### src/rtl/uart_tx_fifo.sv
// UART transmitter with an input FIFO of queued words.
// Each word is framed as: start bit, DATA_WIDTH data bits sent LSB first,
// an optional parity bit, then STOP_BITS stop bits.
// Parity enable and parity type are captured with each word when it is
// written, so later changes on the host inputs never alter queued frames.
//
// Handshake: a write is accepted on a rising edge where DATA_VALID=1 and
// DATA_READY=1. DATA_READY is !full, decoded from the registered occupancy.
// A write while full is dropped, even if a pop happens on the same edge.
module uart_tx_fifo #(
    parameter int DATA_WIDTH   = 8,
    parameter int CLKS_PER_BIT = 16,
    parameter int STOP_BITS    = 1,
    parameter int FIFO_DEPTH   = 4
) (
    input  logic                  clk,
    input  logic                  reset,
    input  logic [DATA_WIDTH-1:0] P_DATA,
    input  logic                  DATA_VALID,
    input  logic                  PAR_EN,
    input  logic                  PAR_TYP,
    output logic                  DATA_READY,
    output logic                  TX_OUT,
    output logic                  Busy,
    output logic [2:0]            state_dbg
);

    localparam int EW = DATA_WIDTH + 2;
    localparam int AW = (FIFO_DEPTH > 1) ? $clog2(FIFO_DEPTH) : 1;
    localparam int CW = (CLKS_PER_BIT > 1) ? $clog2(CLKS_PER_BIT) : 1;
    localparam int IW = $clog2(DATA_WIDTH);

    typedef enum logic [2:0] {
        S_IDLE   = 3'd0,
        S_START  = 3'd1,
        S_DATA   = 3'd2,
        S_PARITY = 3'd3,
        S_STOP   = 3'd4
    } state_t;

    // FIFO storage and pointers; each entry is {par_typ, par_en, data}
    logic [EW-1:0] mem_q [FIFO_DEPTH];
    logic [EW-1:0] mem_d [FIFO_DEPTH];
    logic [AW-1:0] wr_ptr_q, wr_ptr_d;
    logic [AW-1:0] rd_ptr_q, rd_ptr_d;
    logic [AW:0]   count_q, count_d;

    // Transmit path
    state_t                state_q, state_d;
    logic [CW-1:0]         clk_cnt_q, clk_cnt_d;
    logic [IW-1:0]         bit_idx_q, bit_idx_d;
    logic                  stop_idx_q, stop_idx_d;
    logic [DATA_WIDTH-1:0] shift_q, shift_d;
    logic                  par_en_q, par_en_d;
    logic                  par_bit_q, par_bit_d;
    logic                  tx_q, tx_d;
    logic                  busy_q, busy_d;

    logic          full;
    logic          empty;
    logic          push;
    logic          pop;
    logic          cnt_last;
    logic [EW-1:0] head;

    assign full     = (count_q == (AW + 1)'(FIFO_DEPTH));
    assign empty    = (count_q == '0);
    assign push     = DATA_VALID && !full;
    assign head     = mem_q[rd_ptr_q];
    assign cnt_last = (clk_cnt_q == CW'(CLKS_PER_BIT - 1));

    assign DATA_READY = !full;
    assign TX_OUT     = tx_q;
    assign Busy       = busy_q;
    assign state_dbg  = state_q;

    // FIFO next-state: write at the tail, advance the head on pop
    always_comb begin
        mem_d    = mem_q;
        wr_ptr_d = wr_ptr_q;
        rd_ptr_d = rd_ptr_q;
        count_d  = count_q;
        if (push) begin
            mem_d[wr_ptr_q] = {PAR_TYP, PAR_EN, P_DATA};
            wr_ptr_d        = wr_ptr_q + AW'(1);
        end
        if (pop) begin
            rd_ptr_d = rd_ptr_q + AW'(1);
        end
        case ({push, pop})
            2'b10:   count_d = count_q + (AW + 1)'(1);
            2'b01:   count_d = count_q - (AW + 1)'(1);
            default: count_d = count_q;
        endcase
    end

    // FIFO registers; storage needs no reset since occupancy gates every read
    always_ff @(posedge clk) begin
        if (reset) begin
            wr_ptr_q <= '0;
            rd_ptr_q <= '0;
            count_q  <= '0;
        end else begin
            wr_ptr_q <= wr_ptr_d;
            rd_ptr_q <= rd_ptr_d;
            count_q  <= count_d;
        end
        mem_q <= mem_d;
    end

    // Frame FSM: next state, bit timing and registered line/busy levels
    always_comb begin
        state_d    = state_q;
        clk_cnt_d  = clk_cnt_q;
        bit_idx_d  = bit_idx_q;
        stop_idx_d = stop_idx_q;
        shift_d    = shift_q;
        par_en_d   = par_en_q;
        par_bit_d  = par_bit_q;
        tx_d       = tx_q;
        busy_d     = busy_q;
        pop        = 1'b0;

        case (state_q)
            S_IDLE: begin
                tx_d   = 1'b1;
                busy_d = 1'b0;
                if (!empty) begin
                    pop = 1'b1;
                end
            end
            S_START: begin
                if (cnt_last) begin
                    clk_cnt_d = '0;
                    bit_idx_d = '0;
                    state_d   = S_DATA;
                    tx_d      = shift_q[0];
                    shift_d   = shift_q >> 1;
                end else begin
                    clk_cnt_d = clk_cnt_q + CW'(1);
                end
            end
            S_DATA: begin
                if (cnt_last) begin
                    clk_cnt_d = '0;
                    if (bit_idx_q == IW'(DATA_WIDTH - 1)) begin
                        if (par_en_q) begin
                            state_d = S_PARITY;
                            tx_d    = par_bit_q;
                        end else begin
                            state_d    = S_STOP;
                            stop_idx_d = 1'b0;
                            tx_d       = 1'b1;
                        end
                    end else begin
                        bit_idx_d = bit_idx_q + IW'(1);
                        tx_d      = shift_q[0];
                        shift_d   = shift_q >> 1;
                    end
                end else begin
                    clk_cnt_d = clk_cnt_q + CW'(1);
                end
            end
            S_PARITY: begin
                if (cnt_last) begin
                    clk_cnt_d  = '0;
                    state_d    = S_STOP;
                    stop_idx_d = 1'b0;
                    tx_d       = 1'b1;
                end else begin
                    clk_cnt_d = clk_cnt_q + CW'(1);
                end
            end
            S_STOP: begin
                if (cnt_last) begin
                    clk_cnt_d = '0;
                    if (stop_idx_q == 1'(STOP_BITS - 1)) begin
                        if (!empty) begin
                            pop = 1'b1;
                        end else begin
                            state_d = S_IDLE;
                            tx_d    = 1'b1;
                            busy_d  = 1'b0;
                        end
                    end else begin
                        stop_idx_d = stop_idx_q + 1'b1;
                    end
                end else begin
                    clk_cnt_d = clk_cnt_q + CW'(1);
                end
            end
            default: begin
                state_d = S_IDLE;
                tx_d    = 1'b1;
                busy_d  = 1'b0;
            end
        endcase

        // Popping a word starts its start bit on this same edge
        if (pop) begin
            state_d   = S_START;
            clk_cnt_d = '0;
            shift_d   = head[DATA_WIDTH-1:0];
            par_en_d  = head[DATA_WIDTH];
            par_bit_d = (^head[DATA_WIDTH-1:0]) ^ head[DATA_WIDTH+1];
            tx_d      = 1'b0;
            busy_d    = 1'b1;
        end
    end

    // Frame FSM registers; reset aborts any frame in flight immediately
    always_ff @(posedge clk) begin
        if (reset) begin
            state_q    <= S_IDLE;
            clk_cnt_q  <= '0;
            bit_idx_q  <= '0;
            stop_idx_q <= 1'b0;
            shift_q    <= '0;
            par_en_q   <= 1'b0;
            par_bit_q  <= 1'b0;
            tx_q       <= 1'b1;
            busy_q     <= 1'b0;
        end else begin
            state_q    <= state_d;
            clk_cnt_q  <= clk_cnt_d;
            bit_idx_q  <= bit_idx_d;
            stop_idx_q <= stop_idx_d;
            shift_q    <= shift_d;
            par_en_q   <= par_en_d;
            par_bit_q  <= par_bit_d;
            tx_q       <= tx_d;
            busy_q     <= busy_d;
        end
    end

endmodule

### config.mk
export PLATFORM = sky130hd
export DESIGN_NAME = uart_tx_fifo
export DESIGN_NICKNAME = d
export VERILOG_FILES = /design/src/rtl/uart_tx_fifo.sv
export SDC_FILE = /design/constraint.sdc
export NUM_CORES = 1
export LEC_CHECK = 0
export CORE_MARGIN = 3
export CORE_UTILIZATION = 55
export DETAILED_ROUTE_END_ITERATION = 10
export PLACE_DENSITY = 0.75
export SKIP_CTS_REPAIR_TIMING = 1
export SYNTH_ARGS = -nofsm -noshare
export SYNTH_HDL_FRONTEND = slang
export SYNTH_SLANG_ARGS = --single-unit
### constraint.sdc
create_clock -name clk -period 3.5 [get_ports clk]
set_clock_uncertainty 0.05 [all_clocks]
set_input_delay 0.525 -clock clk [delete_from_list [all_inputs] [get_ports clk]]
set_output_delay 0.525 -clock clk [all_outputs]
set_load 0.01 [all_outputs]
======== After elaboration in Yosys (flattened, before gate mapping) ========
Index checks and enable logic that the tools add are counted.
operators by class
  $add $sub $neg .......................... 7
  order comparisons ....................... 3
  equal/unequal tests ..................... 28
  multiplexer cells ....................... 53
  bitwise gates (word level) .............. 4
  reductions and logical operators ........ 20
operators by type and width
  kind                 count
  $bwmux 40            1
  $mux 3               11
  $mux 8               4
  $mux 10              3
  $ne 3x3->1 const B   8
  $mux 1               23
  $bmux 10 s2          1
  $demux 10 s2         1
  $ne 2x2->1 const B   10
  $pmux 8 s2           1
  $reduce_and 8->1     2
  $pmux 3 s5           1
  $pmux 3 s2           2
  $reduce_and 4->1     3
  $reduce_and 6->1     2
  $eq 3x3->1 const B   3
  $reduce_xor 8->1     1
  $add 3x1->3 const B  2
  $eq 3x2->1 const B   2
  $ge 3x3->1 const B   2
  $logic_not 3->1      2
  $not 2->3            2
  $reduce_bool 3->1    2
  $add 2x1->2 const B  2
  other kinds (21)     24
storage, ports and cells
  bits in registers ....................... 70
  input port bits ......................... 13
  output and inout port bits .............. 6
  logic and storage cells ................. 132

======== Longest topological paths before layout ========
  word-level depth ........................ 7
  mapped depth ............................ 10
  mapped depth without buffers ............ 10

======== Worst setup path before layout ========
No wires, ideal clock.
  path kind ............................... reg-to-reg
  start ................................... register state_q[1], in the netlist state_dbg[1]
  end ..................................... register count_q[2]
  library setup time ...................... 0.071 ns
  arrival ................................. 2.176 ns
  required time ........................... 3.379 ns
  path slack .............................. 1.203 ns
  cell stages (with the launch flop) ...... 10
  path buffers ............................ 0
  period minus slack after synthesis ...... 2.297 ns
  cells stage by stage .................... dfxtp_1 nor2_1 o211ai_1 inv_1 ha_1 inv_1 fa_1 xor2_1 or3_1 a21oi_1
between the ends
  longest elaborated chain between the ends .. 4
  elaborated cells on any way between the ends .. 7
  those cells by class .................... eq/ne: 3; mux: 2; reduce/logical: 2
RTL lines
  what                                             line  RTL
  start: declaration                               49    state_t state_q, state_d;
  start signal: assignment                         224   state_q <= state_d;
  $eq 3x3->1 or $logic_not 3->1 (tied branches)    124   case (state_q)
  $pmux 1 s2 (*)                                   124
  $eq 2x1->1 or $eq 2x2->1 (tied branches)         90    case ({push, pop})
  $pmux 3 s2 or $reduce_bool 2->1 (tied branches)  n/a
  end signal: assignment                           106   count_q <= count_d;
  end: declaration                                 46    logic [AW:0] count_q, count_d;
Mark *: on every way between the ends. The rest lies on a longest branch, timed or not.
A chain may end at the register's enable or synchronous reset.

======== Worst setup path after layout ========
Ends and elaborated chain as after synthesis.

==> flow_metrics.env <==
export IMPL_ys_types=35
export IMPL_fin_cells=331
export IMPL_p_comb_share_pct=27.9
export IMPL_diodes=0
export IMPL_clkTransAtPathRegs_ns=0.07
export IMPL_seqPwrFrac_pct=44.7
export IMPL_ys_flop_type="edfxtp_1"
export IMPL_synthCells=237
export IMPL_fin_setup_tns_ns=0
export IMPL_die_h_um=79.9
export IMPL_start_kind="flop"
export IMPL_grt_max_degree=28
export IMPL_min_to="bit_idx_q[2]$_SDFFE_PP0P_"
export IMPL_cts_tree="yes"
export IMPL_critPathRequiredTime_ns=3.70
export IMPL_tightest_slew_ns=0.968
export IMPL_cp_max_fo=21
export IMPL_worstPathArrival_ns=2.81
export IMPL_r2r_setup_slack_ns=0.89
export IMPL_synth_warnings=0
export IMPL_internal_power_uw=1730
export IMPL_cap_violations=0
export IMPL_power_switching_share_pct=28.8
export IMPL_fmaxAchievable_mhz=383
export IMPL_min_from="bit_idx_q[2]$_SDFFE_PP0P_"
export IMPL_power_density_nw_per_um2=707
export IMPL_die_x_um=79.9
export IMPL_wl_um=5010
export IMPL_detail_route_wl_per_cell_um=15.1
export IMPL_p_leak_uw=0.00120
export IMPL_pin_count=19
export IMPL_slew_headroom_pct=35.2
export IMPL_drcViolationCount=0
export IMPL_drtIter0Drc=87
export IMPL_clockBufferDepth=2
export IMPL_layout_drive_gt1_share_pct=6.51
export IMPL_grtUsageTotal_pct=17.7
export IMPL_ant_nets=0
export IMPL_yosysMostFrequentCell="edfxtp_1"
export IMPL_fp_row_count=26
export IMPL_hp_class="flop to flop"
export IMPL_critPathCaptureType="flop"
export IMPL_synth_area_leaders="edfxtp_1 (40%), dfxtp_1 (19%), mux4_1 (7.0%)"
export IMPL_crit_path_max_incr_delay_ns=0.37
export IMPL_synth_edf_count=40
export IMPL_core_area_um2=5200
export IMPL_r2r_end="count_q[2]$_SDFFE_PP0P_"
export IMPL_synth_top_cell_by_area="edfxtp_1"
export IMPL_p_sw_uw=698
export IMPL_path_cells="nor2_1, o211ai_1, buf_4, inv_1, ha_1, inv_1, fa_1, xor2_1, or3_1, a21oi_1"
export IMPL_rsz0062_at_grt="no"
export IMPL_pwr_share_clk_pct=27.3
export IMPL_fp_dieArea_um2=6380
export IMPL_antenna_found_initial=0
export IMPL_setup_violations=0
export IMPL_grt_pass1_vias=1705
export IMPL_rr_worst_depth=10
export IMPL_synth_fp_nets=259
export IMPL_timing_final_crit_period_ns=2.61
export IMPL_firstDrtPassIters=4
export IMPL_path_class="flop to flop"
export IMPL_routed_via_count=1824
export IMPL_yosysSeqAreaShare_pct=59.4
export IMPL_yosysTopAreaCellShare_pct=40.0
export IMPL_synthTopCellsByCount="edfxtp_1 (40), dfxtp_1 (29), nor2_1 (26), nand2_1 (23), a21oi_1 (15)"
export IMPL_status="complete, no violations"
export IMPL_viasPerCell=5.51
export IMPL_crit_top_cell="inv_1"
export IMPL_gr_total_overflow=0
export IMPL_ir_worst_vdd_mv=0.379
export IMPL_critPathSlowestCell="fa_1"
export IMPL_finalHoldViolations=0
export IMPL_crit_buf_inv=3
export IMPL_hpwl_um=3360
export IMPL_timing_rr_start="state_dbg[1]$_SDFFE_PP0P_"
export IMPL_htreeDepth=3
export IMPL_areaGrowthSynthToFinish_pct=14.3
export IMPL_critPathTopFamily="simple AND/OR/NAND/NOR gates"
export IMPL_port_buffers=18
export IMPL_cts_sinks=69
export IMPL_gp_congestion=0.737
export IMPL_hold_depth=2
export IMPL_syn_area_per_cell_um2=12.7
export IMPL_ys_ff_latch=69
export IMPL_grt_pass1_wl_um=8180
export IMPL_numCtsBuffers=9
export IMPL_clockRootBuffer="clkbuf_8"
export IMPL_slew_violations=0
export IMPL_min_period_over_period_pct=74.6
export IMPL_insertion_delay_ns=0.34
export IMPL_crit_start="state_dbg[1]$_SDFFE_PP0P_"
export IMPL_initial_core_util_pct=57.7
export IMPL_placed_cells=316
export IMPL_fin_nets=279
export IMPL_syn_area_um2=3000
export IMPL_synthArstFlopShare_pct=0
per-layer routing:
| layer | wire length (µm) | global-route usage (%) | share of wire (%) | up-vias |
|---|---|---|---|---|
| met3 | 166 | 5.76 | 3.3 | 5 |
| met4 | 60 | 7.09 | 1.2 | 0 |
| li1 | - | - | - | 907 |
| met1 | 2300 | 21.8 | 46 | 883 |
| met2 | 2490 | 28.7 | 50 | 29 |
| met5 | 0 | 0 | 0 | - |
power groups by stage:
stage / registers, µW / logic [µW] / clock network (µW)
floorplan: 1060 / 562 / 0
global placement: 1100 / 670 / 0
detailed placement: 1100 / 683 / 0
CTS: 1090 / 685 / 681
global route: 1100 / 754 / 714
finish: 1090 / 677 / 663
area by class of cell:
class                           instances  area (µm²)
Fill cell                             428        1770
Inverter                                9        33.8
Clock buffer                            9         124
Timing Repair Buffer                   19         188
Clock inverter                          6        78.8
Tap cell                               70        87.6
Multi-Input combinational cell        149        1140
Sequential cell                        69        1780
logic make-up after synthesis:
family | synth area share [%]
and+or+nand+nor | 12.2
DFF | 59.4
muxes | 9.84
adders and majority gates | 4.00
buffers and inverters | 2.75
xor gates and xnor gates | 4.67
AOI/OAI and AO/OA | 7.21
how the worst max path moves through the flow:
| stage | cells after the start | slack (ns) | end |
|---|---|---|---|
| after floorplan | 9 | 1.20 | count_q[2]$_SDFFE_PP0P_ |
| after global placement | 9 | 0.95 | count_q[2]$_SDFFE_PP0P_ |
| after detailed placement | 10 | 0.90 | count_q[2]$_SDFFE_PP0P_ |
| after CTS | 10 | 0.88 | count_q[2]$_SDFFE_PP0P_ |
| after global routing | 10 | 0.69 | count_q[2]$_SDFFE_PP0P_ |
| final | 10 | 0.89 | count_q[2]$_SDFFE_PP0P_ |
sequential cells by signal (all words and copies together) (netlist names), 2 cells and up:
register   count
clk_cnt_q      4
shift_q        8
wr_ptr_q       2
rd_ptr_q       2
mem_q         40
state_dbg      3
bit_idx_q      3
count_q        3
worst register-to-register path, stage by stage, from the launching register on:
cell	delay, ns
dfxtp_1	0.35
nor2_1	0.35
o211ai_1	0.15
buf_4	0.23
inv_1	0.17
ha_1	0.20
inv_1	0.06
fa_1	0.37
xor2_1	0.15
or3_1	0.30
a21oi_1	0.14
stage by stage:
step	setup slack [ns]	utilization [%]	hold WS (ns)	power, µW	instance area (µm²)
global placement	0.955	62.0	0.392	1770	3230
CTS	0.880	65.9	0.417	2450	3430
global route	0.686	65.9	0.438	2570	3430
floorplan	1.20	-	0.386	1620	3000
detailed placement	0.895	62.0	0.407	1790	3230
finish	0.889	65.9	0.411	2430	3430
cells in the final DEF (no fill, tap or decap), drive strengths merged, types with 4 or more instances in the layout:
| cell | instances |
|---|---|
| edfxtp | 40 |
| nand3 | 9 |
| xor2 | 4 |
| nor2 | 26 |
| dfxtp | 29 |
| and3 | 5 |
| clkdlybuf4s50 | 18 |
| clkbuf | 9 |
| nand2 | 23 |
| inv | 9 |
| mux2i | 4 |
| nor3 | 4 |
| o21ai | 7 |
| mux4 | 10 |
| a311oi | 6 |
| ha | 8 |
| a21oi | 15 |
| xnor2 | 6 |
(Power assumes the default switching activity.)
